===== config.mk =====
export PLATFORM = sky130hd
export DESIGN_NAME = act_stream_buffer
export DESIGN_NICKNAME = d
export VERILOG_FILES = /design/src/rtl/act_stream_buffer.sv
export SDC_FILE = /design/constraint.sdc
export NUM_CORES = 1
export LEC_CHECK = 0
export ABC_AREA = 1
export ABC_CLOCK_PERIOD_IN_PS = 3400
export BUFFER_PORTS_ARGS = -buffer_cell sky130_fd_sc_hd__buf_2
export CAP_MARGIN = 10
export CELL_PAD_IN_SITES_DETAIL_PLACEMENT = 0
export CELL_PAD_IN_SITES_GLOBAL_PLACEMENT = 2
export CORE_MARGIN = 3
export CORE_UTILIZATION = 40
export DETAILED_ROUTE_END_ITERATION = 7
export HOLD_SLACK_MARGIN = 0.06
export PLACE_DENSITY_LB_ADDON = 0.08
export SLEW_MARGIN = 20
export SYNTH_ARGS = -nofsm -noshare
export SYNTH_HDL_FRONTEND = slang
export SYNTH_SLANG_ARGS = --single-unit

===== constraint.sdc =====
create_clock -name clk -period 3.4 [get_ports clk]
set_input_delay 1.02 -clock clk [delete_from_list [all_inputs] [get_ports clk]]
set_output_delay 1.02 -clock clk [all_outputs]
set_load 0.01 [all_outputs]

===== src/rtl/act_stream_buffer.sv =====
// Show-ahead FIFO that captures a valid-only activation stream, tags tile boundaries,
// and records elements lost to overflow.
module act_stream_buffer #(
    parameter int DATA_W   = 32,
    parameter int DEPTH    = 16,
    parameter int TILE_LEN = 64
) (
    input  logic                       clk,
    input  logic                       rst_n,
    input  logic                       valid_in,
    input  logic [DATA_W-1:0]          data_in,
    output logic                       out_valid,
    input  logic                       out_ready,
    output logic [DATA_W-1:0]          out_data,
    output logic                       out_last,
    output logic [$clog2(DEPTH):0]     level,
    output logic                       overflow,
    output logic [15:0]                drop_count,
    input  logic                       ovf_clr
);

    localparam int AW = $clog2(DEPTH);
    localparam int LW = AW + 1;
    localparam int TW = (TILE_LEN > 1) ? $clog2(TILE_LEN) : 1;
    localparam logic [LW-1:0] FULL_LVL = LW'(DEPTH);
    localparam logic [TW-1:0] TILE_MAX = TW'(TILE_LEN - 1);

    logic [DATA_W-1:0] r_mem_data [DEPTH];
    logic              r_mem_last [DEPTH];
    logic [AW-1:0]     r_wr_ptr;
    logic [AW-1:0]     r_rd_ptr;
    logic [LW-1:0]     r_level;
    logic [TW-1:0]     r_tile_cnt;
    logic              r_overflow;
    logic [15:0]       r_drop_count;

    logic w_full;
    logic w_pop;
    logic w_push;
    logic w_drop;
    logic w_tile_last;

    assign w_full      = (r_level == FULL_LVL);
    assign w_pop       = (r_level != '0) && out_ready;
    assign w_push      = valid_in && (!w_full || w_pop);
    assign w_drop      = valid_in && w_full && !w_pop;
    assign w_tile_last = (r_tile_cnt == TILE_MAX);

    // Storage is left unreset; only pointers and level define what is valid.
    always_ff @(posedge clk) begin
        if (w_push && rst_n) begin
            r_mem_data[r_wr_ptr] <= data_in;
            r_mem_last[r_wr_ptr] <= w_tile_last;
        end
    end

    always_ff @(posedge clk) begin
        if (!rst_n) begin
            r_wr_ptr <= '0;
            r_rd_ptr <= '0;
            r_level  <= '0;
        end else begin
            if (w_push) r_wr_ptr <= r_wr_ptr + 1'b1;
            if (w_pop)  r_rd_ptr <= r_rd_ptr + 1'b1;
            case ({w_push, w_pop})
                2'b10:   r_level <= r_level + 1'b1;
                2'b01:   r_level <= r_level - 1'b1;
                default: r_level <= r_level;
            endcase
        end
    end

    // Tile framing counts every arriving element, dropped or not.
    always_ff @(posedge clk) begin
        if (!rst_n) begin
            r_tile_cnt <= '0;
        end else if (valid_in) begin
            r_tile_cnt <= w_tile_last ? '0 : r_tile_cnt + 1'b1;
        end
    end

    always_ff @(posedge clk) begin
        if (!rst_n) begin
            r_overflow   <= 1'b0;
            r_drop_count <= '0;
        end else if (ovf_clr) begin
            r_overflow   <= w_drop;
            r_drop_count <= {15'd0, w_drop};
        end else if (w_drop) begin
            r_overflow <= 1'b1;
            if (r_drop_count != 16'hFFFF) r_drop_count <= r_drop_count + 16'd1;
        end
    end

    assign out_valid  = (r_level != '0);
    assign out_data   = r_mem_data[r_rd_ptr];
    assign out_last   = r_mem_last[r_rd_ptr];
    assign level      = r_level;
    assign overflow   = r_overflow;
    assign drop_count = r_drop_count;

endmodule


# After elaboration in Yosys (flattened, before gate mapping)

Memories as Yosys holds them, arrays and structs flattened. A register that Yosys moved wholly into a read port is not among the register bits.
Cells that the tools add are included.

Add/subtract/negate cells: 6
Reductions and logical operators: 15
Multiplexer cells: 13
Bitwise operators: 1
Equal/unequal tests: 5

Operators by type and width:

| cell                                                 | number |
|---|---|
| adder 16 x 1 -> 16 bit (second input constant)       | 1 |
| two-way mux 4 bit                                    | 4 |
| inequality test 16 bit (second input constant)       | 1 |
| case mux 5 bit (2 select lines)                      | 1 |
| adder 4 x 1 -> 4 bit (second input constant)         | 2 |
| two-way mux 1 bit                                    | 7 |
| adder 6 x 1 -> 6 bit (second input constant)         | 1 |
| equality test 6 bit (second input constant)          | 1 |
| two-way mux 6 bit                                    | 1 |
| nonzero test 2 bit                                   | 3 |
| adder 5 x 1 -> 5 bit (second input constant)         | 1 |
| equality test 5 bit (second input constant)          | 1 |
| logical AND 1 bit                                    | 5 |
| nonzero test 5 bit                                   | 1 |
| subtractor 5 x 1 -> 5 bit (second input constant)    | 1 |
| AND reduction 2 bit                                  | 2 |
| equality test 2 x 1 -> 1 bit (second input constant) | 1 |
| equality test 2 bit (second input constant)          | 1 |
| zero test 1 bit                                      | 2 |
| OR reduction 2 bit                                   | 1 |
| logical OR 1 bit                                     | 1 |
| inverter 1 bit                                       | 1 |

Bits of input ports: 37
Bits in registers: 36
Memories: 2
RAM bits: 528
Output and inout port bits: 56

Memories:

| memory     | depth | bits a word | read ports | clocked after Yosys merged registers in | write ports | line | text |
|---|---|---|---|---|---|---|---|
| r_mem_data | 16    | 32          | 1          | 1                                       | 1           | 28   | `logic [DATA_W-1:0] r_mem_data [DEPTH];` |
| r_mem_last | 16    | 1           | 1          | 1                                       | 1           | 29   | `logic r_mem_last [DEPTH];` |

# Longest topological paths before layout

Depth in word-level cells: 7
Depth in mapped cells: 15

# Least setup slack after synthesis

Ideal clock, no wire load.

Path type: in2reg
Start point: input port valid_in
End point: memory r_mem_data[0][0] (enable)
Stages: 6
Setup time: 0.423 ns
Path buffers: 0
Required time: 2.977 ns
Path slack: 0.002 ns
Arrival: 2.975 ns
Cells stage by stage: inv_2 > nor2_2 > inv_2 > nor2_1 > nand2_1 > nor2_1

Longest elaborated chain between the ends: 4

Ends and longest elaborated chain:

| item                                    | line | text |
|---|---|---|
| from (decl)                             | 10   | `input logic valid_in,` |
| logical AND 1 bit                       | 45   | `assign w_push = valid_in && (!w_full \|\| w_pop);` |
| logical AND 1 bit                       | 51   | `if (w_push && rst_n) begin` |
| two-way mux 1 bit                       | 51   |  |
| two-way mux 1 bit (not written as such) | 52   | `r_mem_data[r_wr_ptr] <= data_in;` |
| to (decl)                               | 28   |  |

No other way between the ends.

==> reports/qor.yml <==
status: "finished, final reports clean"
startpoint_type: "flop"
max_cap_viol_count: 0
num_vias: 13660
wl_met1_mm: 26.77
initial_utilization_pct: 40.68
crit_slowest_cell: "dfxtp_4"
endpoint_kind: "output pin"
grt_overflow: 0
met2_length_mm: 27.14
p_leak_nw: 9.327
slew_viol_final: 0
core_um2: 56710
syn_area_per_cell_um2: 13.63
cts.sinks: 568
synth_enable_flop_cells: 528
yosys_register_bits: 568
finalCritPeriodShare_pct: 98.09
critPathTopFamily: "buffers and inverters"
syn_inst: 1692
path_clk_slew_ns: 0.06
path_cells: "buf_4 > buf_16 > buf_16 > mux2i_2 > o21ai_1 > o211ai_1 > nand2_1 > buf_2"
peakVddDrop_mv: 0.4414
cts_made_buffers: 60
timing.final.ws_setup_ns: 0.06479
worstMarginPinSlew_ns: 0.8320
grtUsageTotal_pct: 18.71
max_freq_ghz: 0.2998
hpwl_mm: 30.70
syn_area_um2: 23070
rows: 87
pre_cts_slack_ns: 0.4539
cp.required_ns: 2.38
cp_max_fo: 18
die_height_um: 246.2
drt_iter0_drc: 819
hold_class: "reg2reg"
mostFrequentLayoutCells: "edfxtp_1, inv_1, o21ai_0, a21oi_1, o211ai_1"
min_period_ns: 3.335
worstSetupPathType: "reg2out"
gp_congestion: 0.7393
layout_commonest_cell: "edfxtp_1"
area_delta_synth_final_pct: 17.63
tritoncts: "built"
met3_length_mm: 2.366
rsz0062_at_grt: "true"
viasPerCell: 5.201
dieWidth_um: 246.2
yosysWarnings: 0
yosysSeqAreaShare_pct: 72.20
h-tree-depth: 2
p_per_area_nw_per_um2: 623.8
ant_nets: 0
drt-total-wl_mm: 57.37
io_buffers: 92
antenna_found_initial: 4
grt_max_degree: 74
crit_path_frequent_cell: "buf_16"
grt_pass1_vias: 13440
drive_gt1_share_pct: 15.39
finalPower_mw: 16.93
drc: 0
clock_skew_ns: 0.01833
syn_nets: 1738
slew_headroom_pct: 44.45
root_buffer: "clkbuf_16"
grt_pass1_wl_mm: 84.82
dr.pass1.iters: 5
die-area_um2: 60590
wl_per_cell_um: 21.84
netlist-cell-type-count: 38
nNetsFinal: 1870
highest_layer: "met5"
diodes: 0
crit_arrival_ns: 2.32
path_buf_inv: 4
clk_latency_ns: 0.62
clockBufferDepth: 3
max_stage_delay_ns: 0.40
ios: 93
ys.flop_type: "edfxtp_1"
synth-async-reset-ratio_pct: 0
hold_violations: 0
setup_viol: 0
[flip-flops by register name (all words and copies together), names as in the netlist, named ones only]
name        flops
level           5
r_mem_last     16
drop_count     16
r_wr_ptr        4
overflow        1
r_mem_data    512
r_rd_ptr        4
r_tile_cnt      6
[where the power goes]
part	internal, mW	leakage [nW]	switching (mW)
Clock	3.66	0.911	2.62
Sequential	7.72	5.07	0.0596
Combinational	1.14	3.35	1.74
[layout make-up]
cell class | instances | area, um2
fill | 5011 | 29580
inverter | 180 | 680.7
clock buffer | 82 | 1605
clock inverter | 27 | 260.3
sequential | 568 | 16670
timing repair buffer | 167 | 1575
multi-input combinational | 847 | 5400
tap | 756 | 945.9
[repair_timing]
action | 4_1_cts | 5_1_grt
resized for setup | 8 | 28
endpoints found under the hold margin | 0 | 0
pin swaps | 4 | 6
buffers inserted | 4 | 7
hold buffers | 0 | 0
gates cloned | 2 | 6
endpoints found under the setup margin | 15 | 23
[cell families after synthesis]
logic type,synth area share (%)
flops,72.20
compound gates,11.82
buf+inv,5.006
simple gates,4.382
mux,5.727
xor+xnor,0.3796
fa+ha+maj,0.4881
[tightest hold or removal path, stage by stage, from the launching register on]
cell     delay (ns)
dfxtp_1        0.31
nand2_1        0.06
nand2_1        0.04
[path summary, 6_finish.rpt]
check	from	end	slack, ns	depth (start not counted)
worst min-delay path	overflow	overflow	0.46	2
worst min register to register	overflow	overflow	0.46	2
worst max-delay path	flop	out_data[12]	0.06	8
worst max register to register	level[0]	r_mem_data[4][13]	1.01	9
[through the flow]
| step | util [%] | instances | hold slack (ns) | TNS (ns) | instance area, um2 |
|---|---|---|---|---|---|
| floorplan | - | 1692 | 0.4523 | 0 | 23070 |
| global placement | 43.93 | 2500 | 0.4501 | 0 | 24910 |
| detailed placement | 43.93 | 2500 | 0.4522 | 0 | 24910 |
| CTS | 47.43 | 2615 | 0.4627 | 0 | 26900 |
| global route | 47.85 | 2627 | 0.4922 | -0.1263 | 27140 |
| finish | 47.85 | 2627 | 0.4553 | 0 | 27140 |
[Yosys cell counts (all sizes together), types with 9 or more instances]
master	number	area (um2)
edfxtp	528	15860
o21ai	183	915.9
inv	178	670.6
a21oi	154	774.5
o211ai	133	998.5
mux2i	132	1321
nand2	99	379.1
nand3	53	265.3
buf	51	304.0
clkbuf	46	172.7
nor2	44	175.2
dfxtp	40	800.8
nor3	12	76.33
ha	9	112.6
[metal layers]
layer | track usage (%) | vias to the layer above
met4 | 4.776 | 4
met1 | 26.45 | 6836
met3 | 3.309 | 81
li1 | - | 6537
met2 | 30.01 | 206
met5 | 0 | -
Note: power is estimated with default switching activity, not from simulation.
